<file path="src/rtl/lcd_pkg.sv">
// lcd_pkg: sequencer state encoding and HD44780 command constants
package lcd_pkg;
    typedef enum logic [2:0] {
        POWERUP,
        INIT_REQ,
        INIT_GAP,
        IDLE,
        CHAR_REQ,
        CHAR_GAP
    } state_t;

    localparam logic [7:0] LCD_FUNC_SET   = 8'h38;
    localparam logic [7:0] LCD_DISP_ON    = 8'h0C;
    localparam logic [7:0] LCD_ENTRY      = 8'h06;
    localparam logic [7:0] LCD_CLEAR      = 8'h01;
    localparam logic [7:0] LCD_LINE2_ADDR = 8'h40;
endpackage

</file>
<file path="src/rtl/lcd_init_rom.sv">
// lcd_init_rom: init command list indexed by position in the power-up sequence
module lcd_init_rom
    import lcd_pkg::*;
(
    input  logic [1:0] idx,
    output logic [7:0] cmd
);
    always_comb cmd = idx == 2'd0 ? LCD_FUNC_SET :
                      idx == 2'd1 ? LCD_DISP_ON  :
                      idx == 2'd2 ? LCD_ENTRY    : LCD_CLEAR;
endmodule

</file>
<file path="src/rtl/lcd_sequencer.sv">
// lcd_sequencer: runs the LCD init list after power-up, then streams 2-line messages to the write engine
module lcd_sequencer
    import lcd_pkg::*;
#(
    parameter int POWERUP_CYCLES = 1500000,
    parameter int LINE_LEN       = 16,
    parameter int TIMEOUT        = 4000000
) (
    input  logic       Clk,
    input  logic       Reset,
    input  logic       Start,
    input  logic [7:0] MsgData,
    output logic [4:0] MsgAddr,
    input  logic       InitEscrito,
    input  logic       CharEscrito,
    output logic [7:0] DatoInit,
    output logic [7:0] DatoLCD,
    output logic       Init,
    output logic       Ejecutar,
    output logic       Linea2,
    output logic       Cuenta,
    output logic       Ready,
    output logic       Done,
    output logic       Error
);
    state_t      state, state_nxt;
    logic [21:0] cnt;
    logic [1:0]  idx, idx_nxt;
    logic [7:0]  rom_cmd;
    logic        tmo, tmo_hit, line_end;

    lcd_init_rom u_rom (.idx(idx_nxt), .cmd(rom_cmd));

    // MsgAddr advances on entry to CHAR_GAP so MsgData is already valid when the next request is registered
    always_comb begin
        tmo       = cnt == 22'(TIMEOUT - 1);
        tmo_hit   = tmo && ((state == INIT_REQ && !InitEscrito) || (state == CHAR_REQ && !CharEscrito));
        idx_nxt   = state == POWERUP ? 2'd0 : state == INIT_GAP ? idx + 2'd1 : idx;
        line_end  = MsgAddr == 5'(LINE_LEN - 1);
        state_nxt = state;
        case (state)
            POWERUP:  state_nxt = cnt == 22'(POWERUP_CYCLES - 1) ? INIT_REQ : POWERUP;
            INIT_REQ: state_nxt = InitEscrito ? INIT_GAP : tmo ? POWERUP : INIT_REQ;
            INIT_GAP: state_nxt = idx == 2'd3 ? IDLE : INIT_REQ;
            IDLE:     state_nxt = Start ? CHAR_REQ : IDLE;
            CHAR_REQ: state_nxt = CharEscrito ? CHAR_GAP : tmo ? IDLE : CHAR_REQ;
            CHAR_GAP: state_nxt = MsgAddr == 5'(2 * LINE_LEN) ? IDLE : CHAR_REQ;
            default:  state_nxt = POWERUP;
        endcase
    end

    always_ff @(posedge Clk) begin
        if (Reset) begin
            state    <= POWERUP;
            cnt      <= '0;
            idx      <= '0;
            MsgAddr  <= '0;
            DatoInit <= '0;
            DatoLCD  <= '0;
            Init     <= 1'b0;
            Ejecutar <= 1'b0;
            Linea2   <= 1'b0;
            Cuenta   <= 1'b0;
            Ready    <= 1'b0;
            Done     <= 1'b0;
            Error    <= 1'b0;
        end else begin
            state    <= state_nxt;
            cnt      <= state_nxt == state ? cnt + 22'd1 : '0;
            idx      <= idx_nxt;
            MsgAddr  <= state_nxt == IDLE ? '0 :
                        state == CHAR_REQ && state_nxt == CHAR_GAP ? MsgAddr + 5'd1 : MsgAddr;
            DatoInit <= state_nxt == INIT_REQ ? rom_cmd : DatoInit;
            DatoLCD  <= state != CHAR_REQ && state_nxt == CHAR_REQ ? MsgData : DatoLCD;
            Init     <= state_nxt == INIT_REQ;
            Ejecutar <= state_nxt == CHAR_REQ;
            Linea2   <= state_nxt == CHAR_REQ && line_end;
            Cuenta   <= state_nxt == CHAR_REQ && line_end;
            Ready    <= state_nxt == IDLE;
            Done     <= state == CHAR_GAP && state_nxt == IDLE;
            Error    <= tmo_hit || (Error && !(state == IDLE && Start));
        end
    end
endmodule

</file>
<file path="config.mk">
export PLATFORM = sky130hd
export DESIGN_NAME = lcd_sequencer
export DESIGN_NICKNAME = d
export VERILOG_FILES = /design/src/rtl/lcd_pkg.sv /design/src/rtl/lcd_init_rom.sv /design/src/rtl/lcd_sequencer.sv
export SDC_FILE = /design/constraint.sdc
export NUM_CORES = 1
export LEC_CHECK = 0
export ABC_CLOCK_PERIOD_IN_PS = 2760
export CAP_MARGIN = 30
export CORE_ASPECT_RATIO = 0.6
export CORE_UTILIZATION = 53
export DETAILED_ROUTE_END_ITERATION = 7
export HOLD_SLACK_MARGIN = 0.08
export PLACE_DENSITY = 0.79
export SLEW_MARGIN = 20
export SYNTH_ARGS = -nofsm -noshare
export SYNTH_HDL_FRONTEND = slang
export SYNTH_SLANG_ARGS = --single-unit
</file>
<file path="constraint.sdc">
create_clock -name Clk -period 2.76 [get_ports Clk]
set_input_delay 0.414 -clock Clk [delete_from_list [all_inputs] [get_ports Clk]]
set_output_delay 0.414 -clock Clk [all_outputs]
set_load 0.005 [all_outputs]
</file>
== Word-level counts from Yosys, hierarchy flattened ==
Cells that the tools add are included.

* Bits of input ports: 13
* Logic and storage cells: 66
* Output and inout port bits: 28
* Flip-flop bits (word level): 54

* Add/sub/neg operators: 3
* Reduce and logical (&&, ||, !) cells: 19
* Mux-type cells: 14
* Equal/unequal tests: 17
* Bitwise operators: 1

{| class="wikitable"
|+ Operator list
! operator !! number
|-
| adder 22 x 1 -> 22 bit (second input constant) || 1
|-
| equality test 22 x 21 -> 1 bit (second input constant) || 1
|-
| equality test 22 bit (second input constant) || 1
|-
| one-hot mux 3 bit (6 select lines) || 1
|-
| two-way mux 8 bit || 2
|-
| two-way mux 3 bit || 5
|-
| equality test 3 bit (second input constant) || 4
|-
| equality test 3 x 2 -> 1 bit (second input constant) || 3
|-
| logical AND 1 bit || 9
|-
| two-way mux 2 bit || 4
|-
| equality test 3 x 1 -> 1 bit (second input constant) || 2
|-
| adder 5 x 1 -> 5 bit (second input constant) || 1
|-
| equality test 5 x 4 -> 1 bit (second input constant) || 1
|-
| zero test 5 bit || 1
|-
| equality test 2 bit (second input constant) || 2
|-
| OR reduction 2 bit || 2
|-
| equality test 3 bit || 1
|-
| zero test 1 bit || 3
|-
| zero test 3 bit || 1
|-
| inequality test 3 bit (second input constant) || 1
|-
| adder 2 x 1 -> 2 bit (second input constant) || 1
|-
| equality test 2 x 1 -> 1 bit (second input constant) || 1
|-
| zero test 2 bit || 1
|-
| logical OR 1 bit || 2
|-
| 2 further kinds || 3
|}

== Longest topological paths before layout ==
Gate-level depths: netlist of run 1.

* Word-level depth: 7
* Mapped depth: 10
* Gate-level depth less buffers: 8

== Modules after synthesis ==
Synthesis of run 1 repeated with hierarchy kept, for this count alone.

* Cells, all modules: 302
* Area, all modules: 2797.7 um^2

{| class="wikitable"
|+ Modules (own cells, without submodules)
! module !! area each (um^2) !! cells an instance !! times used !! seq. area each (um^2)
|-
| lcd_sequencer || 2707.6 || 291 || 1 || 1081.0
|-
| lcd_init_rom || 90.1 || 11 || 1 || 0.0
|}

== Worst setup path before layout of run 1 ==
OpenSTA, ideal clock, no wires.

* Path type: register -> register
* From: register MsgAddr[0]
* To: register cnt[16]
* Setup slack: 413 ps
* Buffers on the path: 2
* Library setup time: 115 ps
* Stages on the path, launching flop included: 11
* Clock period less this slack: 2347 ps
* Required time: 2645 ps
* Arrival time: 2232 ps
* Cell sequence: dfxtp_1 -> inv_1 -> ha_1 -> nor4b_2 -> and3_4 -> or3_4 -> buf_6 -> o31a_1 -> o211ai_2 -> buf_6 -> nor2_2

* Longest elaborated chain between the ends: 6

{| class="wikitable"
|+ RTL lines
! item !! RTL line !! RTL
|-
| start, declared || lcd_sequencer.sv:13 || <nowiki>output logic [4:0] MsgAddr,</nowiki>
|-
| start signal, assigned || lcd_sequencer.sv:71 || <nowiki>MsgAddr <= state_nxt == IDLE ? '0 :</nowiki>
|-
| zero test 5 bit || lcd_sequencer.sv:47 || <nowiki>CHAR_GAP: state_nxt = MsgAddr == 5'(2 * LINE_LEN) ? IDLE : CHAR_REQ;</nowiki>
|-
| two-way mux 3 bit || lcd_sequencer.sv:47 ||
|-
| one-hot mux 3 bit (6 select lines) || lcd_sequencer.sv:41 || <nowiki>case (state)</nowiki>
|-
| equality test 3 bit || lcd_sequencer.sv:69 || <nowiki>cnt <= state_nxt == state ? cnt + 22'd1 : '0;</nowiki>
|-
| NOT 1 bit (no line) || n/a ||
|-
| OR reduction 2 bit (no line) || n/a ||
|-
| end signal, assigned || lcd_sequencer.sv:69 ||
|-
| end, declared || lcd_sequencer.sv:27 || <nowiki>logic [21:0] cnt;</nowiki>
|}

No other way between the ends.
A chain may end at the register's enable or synchronous reset.

== Worst setup path after layout of run 1 ==
* From: register MsgAddr[0]
* To: register cnt[3]

Same word-level chain as after synthesis.

==> flow_results.org, run 1 <==
** Synth
- In this run the mean area of a mapped cell was 9.42 um^2.
- Summing every instance area after synthesis gives roughly 2600 um^2.
- Synthesis handed over a netlist of 277 instances.
- The synthesized design contains a little over 50 register bits.
- Async set or reset register ratio after synthesis :: 0%
- For this run, the register share of the synthesized area comes to between 30% and 40%.
- Yosys mapped a number of flops with a built-in enable equal to 0.
- Distinct cell type count of the synthesized netlist :: 52
- Yosys printed 0 warnings.
- Main synth FF type :: sky130_fd_sc_hd__dfxtp_1

** Worst hold path
- The min-delay analysis places its worst path in the category reg2reg.

** Setup path
- In this design, the largest share of critical-path delay is due to simple AND/OR/NAND/NOR gates.
- Delay of the slowest cell on the worst path :: approximately 0.44 ns
- Together, buffers and inverters on the worst path number 2.
- For the worst setup path, the data required time is 2.96 ns.
- For the worst setup path, the data arrival time is about 2.6 ns.
- Critical-path top delay cell :: sky130_fd_sc_hd__or3_4
- Startpoint kind of the worst setup timing path :: flip-flop
- Maximum fanout along the worst path :: 22
- Setup slack on the worst reg-to-reg path comes out at ~0.35 ns.
- By startpoint and endpoint, the worst setup path is classified as reg2reg.
- Sort of element at the end of the critical path :: flip-flop
- The critical path goes through inv_1 -> ha_1 -> nor4b_2 -> and3_4 -> or3_4 -> o31a_1 -> o211ai_2 -> buf_12 -> nor2_1.

** Global route
- Global routing usage summed across all routing layers :: a little over a fifth
- For this run the aggregate overflow at the end of global routing stands at 0.
- Largest net degree at the start of global routing :: 23
- The first global-routing pass estimated approximately 8.9 mm of wire.
- Number of antenna violations at the first check in global routing :: 0
- Via count of the first global-routing pass :: approximately 1900

** Final layout
- Compared with the post-synthesis result, the final layout area differs by 18.2%.
- Final core utilization :: roughly two thirds
- Share of final-layout standard cells stronger than drive strength 1 :: 16.6%
- The library cell used most frequently in the layout, excluding fill and tap cells, is sky130_fd_sc_hd__dfxtp_1.
- The net count of the finished layout is ~330.
- Most used cells in the layout excluding fill and tap cells :: sky130_fd_sc_hd__dfxtp_1 (51), sky130_fd_sc_hd__nor2_1 (40), sky130_fd_sc_hd__clkdlybuf4s50_1 (38)
- Sequential cell area :: ~1000 um^2
- Ant. Diodes :: 0
- Count of filler cells inserted in the layout :: 398
- Area of the multi-input gates :: 1430 um^2

** Timing
- In the final timing run, aggregate negative setup slack is 0 ns.
- Share of the clock period used by the worst path after layout :: between 80 and 90%
- In this run the tightest slew margin relative to its limit is 58.8%.
- Final worst-path setup slack :: 0.346 ns
- Counting I/O delays and the setup requirement, the final critical path takes roughly 2.4 ns.
- Unrepaired setup endpoints after global routing :: no
- The final-report hold violation count is 0.
- Fmax :: ~410 MHz
- Count of pins over their slew limit :: 0
- At the pin with the least slew margin, the transition time is between 0.6 and 0.7 ns.
- Clock skew on the completed layout was measured at 0.0101 ns.
- Setup violations remaining at the end of the flow were counted as 0.

** Power
- P_leak :: roughly 1.1 nW
- Power density cells :: 398 nW/um^2
- Across the VDD grid, the largest voltage drop is 0.000278 V.

** Placed design
- Routability Congestion :: between 0.9 and 1
- Worst slack at placement :: between 0.2 and 0.3 ns
- During placement, the flow inserted port buffers numbering 38.
- Once detailed placement completed, the half-perimeter wirelength came to 3.91 mm.

** Clocking
- After clock tree synthesis, the repair step resized 0 gates.
- Post-CTS timing repair inserted 0 buffers for setup.
- Counting the buffers created by CTS gives 5.
- Deepest level of the CTS H-tree :: 2
- Post-CTS Hold Buffers :: 0
- In this run the deepest clock path goes through 2 buffers.
- Worst skew pair latency :: 0.31 ns
- Root Driver :: sky130_fd_sc_hd__clkbuf_8
- The tree built by TritonCTS fans out to 51 sinks.
- TritonCTS built the clock tree.
- Clock transition at path regs :: around 0.090 ns

** Run status
- Result of the run :: finished, final reports clean

** Routing
- For this block, the via count after detailed routing is 1999.
- After detailed routing, the number of remaining DRC violations is 0.
- Antenna viol nets, final :: 0
- The routed design has between 5 and 6 mm of wire.
- Starting DRT DRC Count :: roughly 170
- After detailed routing, the number of vias per cell comes to about 5.3.
- Dividing the detail-routed wire length by the instance count gives 13.8 um.
- Drt first pass iters :: 4

** Floorplan
- In this run the count of I/O pins placed on the die edge is 41.
- The floorplan step defined a die boundary enclosing roughly 5200 um^2.
- Area of the core :: 4660 um^2
- Starting density of the core :: a little under three fifths
- Die Y-Extent :: 56.3 um
- Width of the die :: slightly above 90 um
- Row generation in the floorplan step produced 19 rows.

** Flow run
- Max_cap viols :: 0
cells in the mapped netlist (all sizes together), types with 3 or more instances:
| cell | count | area, um^2 |
|---|---|---|
| and4 | 4 | 37.5 |
| mux2i | 14 | 140 |
| dfxtp | 51 | 1020 |
| nand2b | 3 | 26.3 |
| ha | 9 | 113 |
| nand4 | 9 | 56.3 |
| xor2 | 14 | 123 |
| nor2b | 5 | 38.8 |
| and3 | 7 | 48.8 |
| xnor2 | 9 | 78.8 |
| nor4b | 3 | 32.5 |
| nand3 | 5 | 25.0 |
| clkbuf | 3 | 11.3 |
| a21oi | 8 | 51.3 |
| o21ai | 3 | 15.0 |
| nor3 | 7 | 45.0 |
| nor2 | 61 | 282 |
| nand2 | 15 | 58.8 |
| inv | 9 | 33.8 |
| buf | 12 | 113 |
where the power goes:
part	total (mW)	switching, mW	leakage (nW)	internal [mW]
Sequential	0.742	0.00268	0.411	0.739
Combinational	0.0498	0.0244	0.684	0.0254
Clock	0.435	0.253	0.0408	0.181
per-stage QoR:
stage / total power [mW] / hold WS [ns] / instance area (um^2) / cells
4_1_cts: 1.24 / 0.465 / 3080 / 376
3_3_place_gp: 0.808 / 0.439 / 2990 / 368
5_1_grt: 1.29 / 0.511 / 3080 / 376
3_5_place_dp: 0.809 / 0.442 / 2990 / 368
2_1_floorplan: 0.786 / 0.423 / 2610 / 278
6_report: 1.23 / 0.462 / 3080 / 376
layer usage:
layer  share of wire (%)  vias up  GRT usage, %
met2                  40       67          30.7
li1                    -     1009             -
met4                0.71        0          5.36
met1                  52      918          32.7
met3                 7.5        5          6.37
met5                   0        -             0
state kept, by name, indices dropped and copies added (netlist names):
name,cells
Ejecutar,1
Cuenta,1
idx,2
Init,1
Ready,1
DatoLCD,8
Done,1
Error,1
MsgAddr,5
cnt,22
DatoInit,5
state,3
worst register-to-register path, delay by kind of cell, from the launching register on:
family,cells,cell delay (ns)
buffers and inverters,2,0.28
AND/OR/NAND/NOR,4,0.89
flip-flops,1,0.42
adder cells (fa/ha/maj),1,0.19
AO/OA/AOI/OAI,2,0.53
final timing paths:
path               from      to  cells after the start
max          MsgAddr[0]  cnt[3]                      9
max reg2reg  MsgAddr[0]  cnt[3]                      9
min reg2reg      cnt[0]  cnt[0]                      1
min              cnt[0]  cnt[0]                      1
cell families after synthesis:
group	count (synthesis)	synth area share, %
AO/OA/AOI/OAI	24	8.01
XOR/XNOR	23	7.72
adder cells (fa/ha/maj)	9	4.32
AND/OR/NAND/NOR	130	28.8
multiplexers	15	5.80
other	1	0.144
flip-flops	51	39.1
buffers and inverters	24	6.04
layout make-up:
| type | count | area share, % |
|---|---|---|
| sequential | 51 | 33.1 |
| tap | 63 | 2.56 |
| clock inverter | 3 | 0.771 |
| clock buffer | 5 | 2.23 |
| multi-input combinational | 203 | 46.5 |
| timing repair buffer | 42 | 13.7 |
| inverter | 9 | 1.10 |
No activity file was read; power rests on OpenSTA's default activity.
==> inputs of run 2 (changes only) <==
--- a/config.mk
+++ b/config.mk
@@ -5,14 +5,13 @@
 export SDC_FILE = /design/constraint.sdc
 export NUM_CORES = 1
 export LEC_CHECK = 0
-export ABC_CLOCK_PERIOD_IN_PS = 2760
+export ABC_CLOCK_PERIOD_IN_PS = 2150
 export CAP_MARGIN = 30
 export CORE_ASPECT_RATIO = 0.6
-export CORE_UTILIZATION = 53
+export CORE_UTILIZATION = 48
 export DETAILED_ROUTE_END_ITERATION = 7
 export HOLD_SLACK_MARGIN = 0.08
-export PLACE_DENSITY = 0.79
-export SLEW_MARGIN = 20
+export PLACE_DENSITY = 0.75
 export SYNTH_ARGS = -nofsm -noshare
 export SYNTH_HDL_FRONTEND = slang
 export SYNTH_SLANG_ARGS = --single-unit
==> constraint.sdc (replaced) <==
create_clock -name Clk -period 2.15 [get_ports Clk]
set_input_delay 0.3225 -clock Clk [delete_from_list [all_inputs] [get_ports Clk]]
set_output_delay 0.3225 -clock Clk [all_outputs]
set_load 0.005 [all_outputs]
==> flow_results.org, run 2 (same netlist as run 1, synthesis figures left out) <==
** Clocking
- The depth of the CTS H-tree came to 2 (unchanged).
- Root Driver :: sky130_fd_sc_hd__clkbuf_8 (unchanged)
- The clock tree from TritonCTS is done (unchanged).
- Worst skew pair latency :: 0.32 ns (was 0.31 ns)
- Post-CTS Hold Buffers :: 0 (unchanged)
- CTS Buf Count :: 5 (unchanged)
- The count of clock tree sinks came to 51 (unchanged).
- The clock transition at the registers of the reported paths is 0.10 ns (was 0.09 ns).
- Clock buffer depth :: 2 (unchanged)

** Floorplan
- The area of the core is 5150 um^2 (was 4660 um^2).
- Width of the die :: 97.2 um (was 92.6 um)
- Starting density of the core :: 50.6% (was 56.0%)
- Die Y-Extent :: 59.1 um (was 56.3 um)
- Area enclosed by the die boundary :: 5740 um^2 (was 5220 um^2)
- Placement row count :: 20 (was 19)
- The top-level port count is 41 (unchanged).

** Final layout
- Share of final-layout standard cells stronger than drive strength 1 :: 24.2% (was 16.6%)
- The commonest non-fill, non-tap cell in the layout is sky130_fd_sc_hd__dfxtp_1 (unchanged).
- The total inserted antenna cells came to 0 (unchanged).
- Final net count :: 352 (was 334)
- The layout-stage area growth over the synthesis result came to 25.7% (was 18.2%).
- Final core utilization :: 63.6% (was 66.2%)
- Most used cells in the layout excluding fill and tap cells: sky130_fd_sc_hd__dfxtp_1 (48), sky130_fd_sc_hd__nor2_1 (39), sky130_fd_sc_hd__clkdlybuf4s50_1 (38) (was sky130_fd_sc_hd__dfxtp_1 (51), sky130_fd_sc_hd__nor2_1 (40), sky130_fd_sc_hd__clkdlybuf4s50_1 (38)).
- Register name with the most flops :: cnt (unchanged)
- Flip-flop count of the largest register after layout :: 22 (unchanged)
- Largest registers: cnt x22, DatoLCD x8 (unchanged).

** Power
- The part of the total power dissipated in combinational logic came to 4.2% (was 4.1%).
- The sequential group share of total power is 59.0% (was 60.5%).
- The net switching power came to 0.388 mW (was 0.280 mW).
- Switching share of power :: 24.1% (was 22.9%)
- Internal power component :: 1.22 mW (was 0.946 mW)
- Power density cells :: 492 nW/um^2 (was 398 nW/um^2)
- Worst IR Drop VDD :: 0.000313 V (was 0.000278 V)
- The leakage power figure came to 1.27 nW (was 1.14 nW).
- Proportion of power drawn by the clock network :: 36.9% (was 35.4%)

** Placed design
- The weighted congestion at the end of routability-driven global placement was 0.818 (was 0.941).
- Worst slack at placement :: -0.174 ns (was 0.300 ns)
- Port Buf Inserts :: 38 (unchanged)
- The half-perimeter wire length after placement is 4.13 mm (was 3.91 mm).

** Timing
- Final worst-path setup slack :: 0.0210 ns (was 0.346 ns)
- Number of endpoints with negative hold slack in the final report :: 0 (unchanged)
- The total negative slack for setup checks was 0 ns (unchanged).
- The final-report setup violation count is 0 (unchanged).
- Share of the clock period used by the worst path after layout :: 99.0% (was 87.4%)
- Unrepaired setup endpoints after global routing: yes (was no).
- The smallest hold slack was 0.462 ns (about the same).
- Count of pins over their slew limit :: 0 (unchanged)
- Final Skew :: 0.00890 ns (was 0.0101 ns)
- Fmax :: 470 MHz (was 414 MHz)
- Final worst path period need :: 2.13 ns (was 2.41 ns)

** Routing
- The number of DRC markers after the initial detailed-route iteration came to 102 (was 173).
- WL/cell :: 13.9 um (was 13.8 um)
- Average vias per placed instance :: 5.16 (was 5.32)
- The total wire length after detailed routing came to 5.50 mm (was 5.19 mm).
- Antenna viol nets, final :: 0 (unchanged)
- Routed vias :: 2050 (was 1999)
- Drt first pass iters :: 5 (was 4)
- Final routed DRC violation total :: 0 (unchanged)

** Global route
- Number of antenna violations at the first check in global routing :: 0 (unchanged)
- Global routing usage summed across all routing layers :: 20.5% (was 22.0%)
- The overflow left after global routing came to 0 (unchanged).
- First-pass GRT wire length :: 9.25 mm (was 8.91 mm)
- Via count of the first global-routing pass :: 1900 (was 1855)
- Largest net degree at the start of global routing :: 23 (unchanged)

** Setup path
- Crit Path Class :: reg2reg (unchanged)
- The nature of the critical path endpoint is a flip-flop (unchanged).
- Arrival time at the worst endpoint :: 2.38 ns (was 2.61 ns)
- Data required time at the worst endpoint :: 2.40 ns (was 2.96 ns)
- Startpoint kind of the worst setup timing path :: flip-flop (unchanged)
- The biggest fanout along the worst timing path is 22 (unchanged).
- Reg-to-reg setup timing slack :: 0.02 ns (was 0.35 ns)

** Run status
- Result of the run :: finished, final reports clean (unchanged)

** Worst hold path
- The type of the tightest min-delay check is reg2reg (unchanged).

** Flow run
- The number of maximum-capacitance violations was 0 (unchanged).
## run 2: power groups by stage
stage	combinational, mW	sequential (mW)	clock, mW
finish	0.0670	0.951	0.595
CTS	0.0677	0.951	0.606
global route	0.0749	0.952	0.651
global placement	0.0665	0.973	0
floorplan	0.0355	0.972	0
detailed placement	0.0671	0.973	0
## run 2: path summary, 6_finish.rpt
| check | start | end | depth (start not counted) |
|---|---|---|---|
| worst max-delay path | MsgAddr[0] | cnt[5] | 9 |
| worst min-delay path | cnt[0] | cnt[0] | 1 |
| worst max register to register | MsgAddr[0] | cnt[5] | 9 |
| worst min register to register | cnt[0] | cnt[0] | 1 |
## run 2: through the flow
stage,instance area (um^2),std cells,power [mW]
after floorplan,2630,278,1.01
after global placement,3140,388,1.04
after detailed placement,3140,388,1.04
after CTS,3230,396,1.62
after global routing,3280,397,1.68
final,3280,397,1.61
## run 2: critical path, stage by stage, from the launching register on
cell	delay (ns)
sky130_fd_sc_hd__dfxtp_4	0.37
sky130_fd_sc_hd__inv_4	0.04
sky130_fd_sc_hd__ha_4	0.14
sky130_fd_sc_hd__nor4b_4	0.13
sky130_fd_sc_hd__and3_4	0.19
sky130_fd_sc_hd__or3_4	0.39
sky130_fd_sc_hd__a2111oi_4	0.34
sky130_fd_sc_hd__o211ai_2	0.15
sky130_fd_sc_hd__buf_12	0.19
sky130_fd_sc_hd__nor2_2	0.13
## run 2: repair_timing
item / in CTS / in global routing
endpoints found under the setup margin: 0 / 27
endpoints found under the hold margin: 0 / 0
setup buffers: 0 / 1
resized for setup: 0 / 9
## run 2: layout make-up
type | count | area (um^2)
fillers | 456 | 1880
multi-input cells | 203 | 1480
flip-flops and latches | 51 | 1030
repair buffers | 60 | 558
well taps | 66 | 82.6
clock buffers | 5 | 68.8
inverters | 9 | 36.3
clock inverters | 3 | 27.5
## run 2: per-layer routing
layer | up-vias | wire length [um] | part of all wire [%] | track usage, %
met5 | - | 0 | 0 | 0
met4 | 0 | 55 | 1.0 | 5.54
met3 | 7 | 326 | 5.9 | 4.83
met2 | 57 | 2200 | 40 | 28.5
met1 | 943 | 2910 | 53 | 31.3
li1 | 1043 | - | - | -
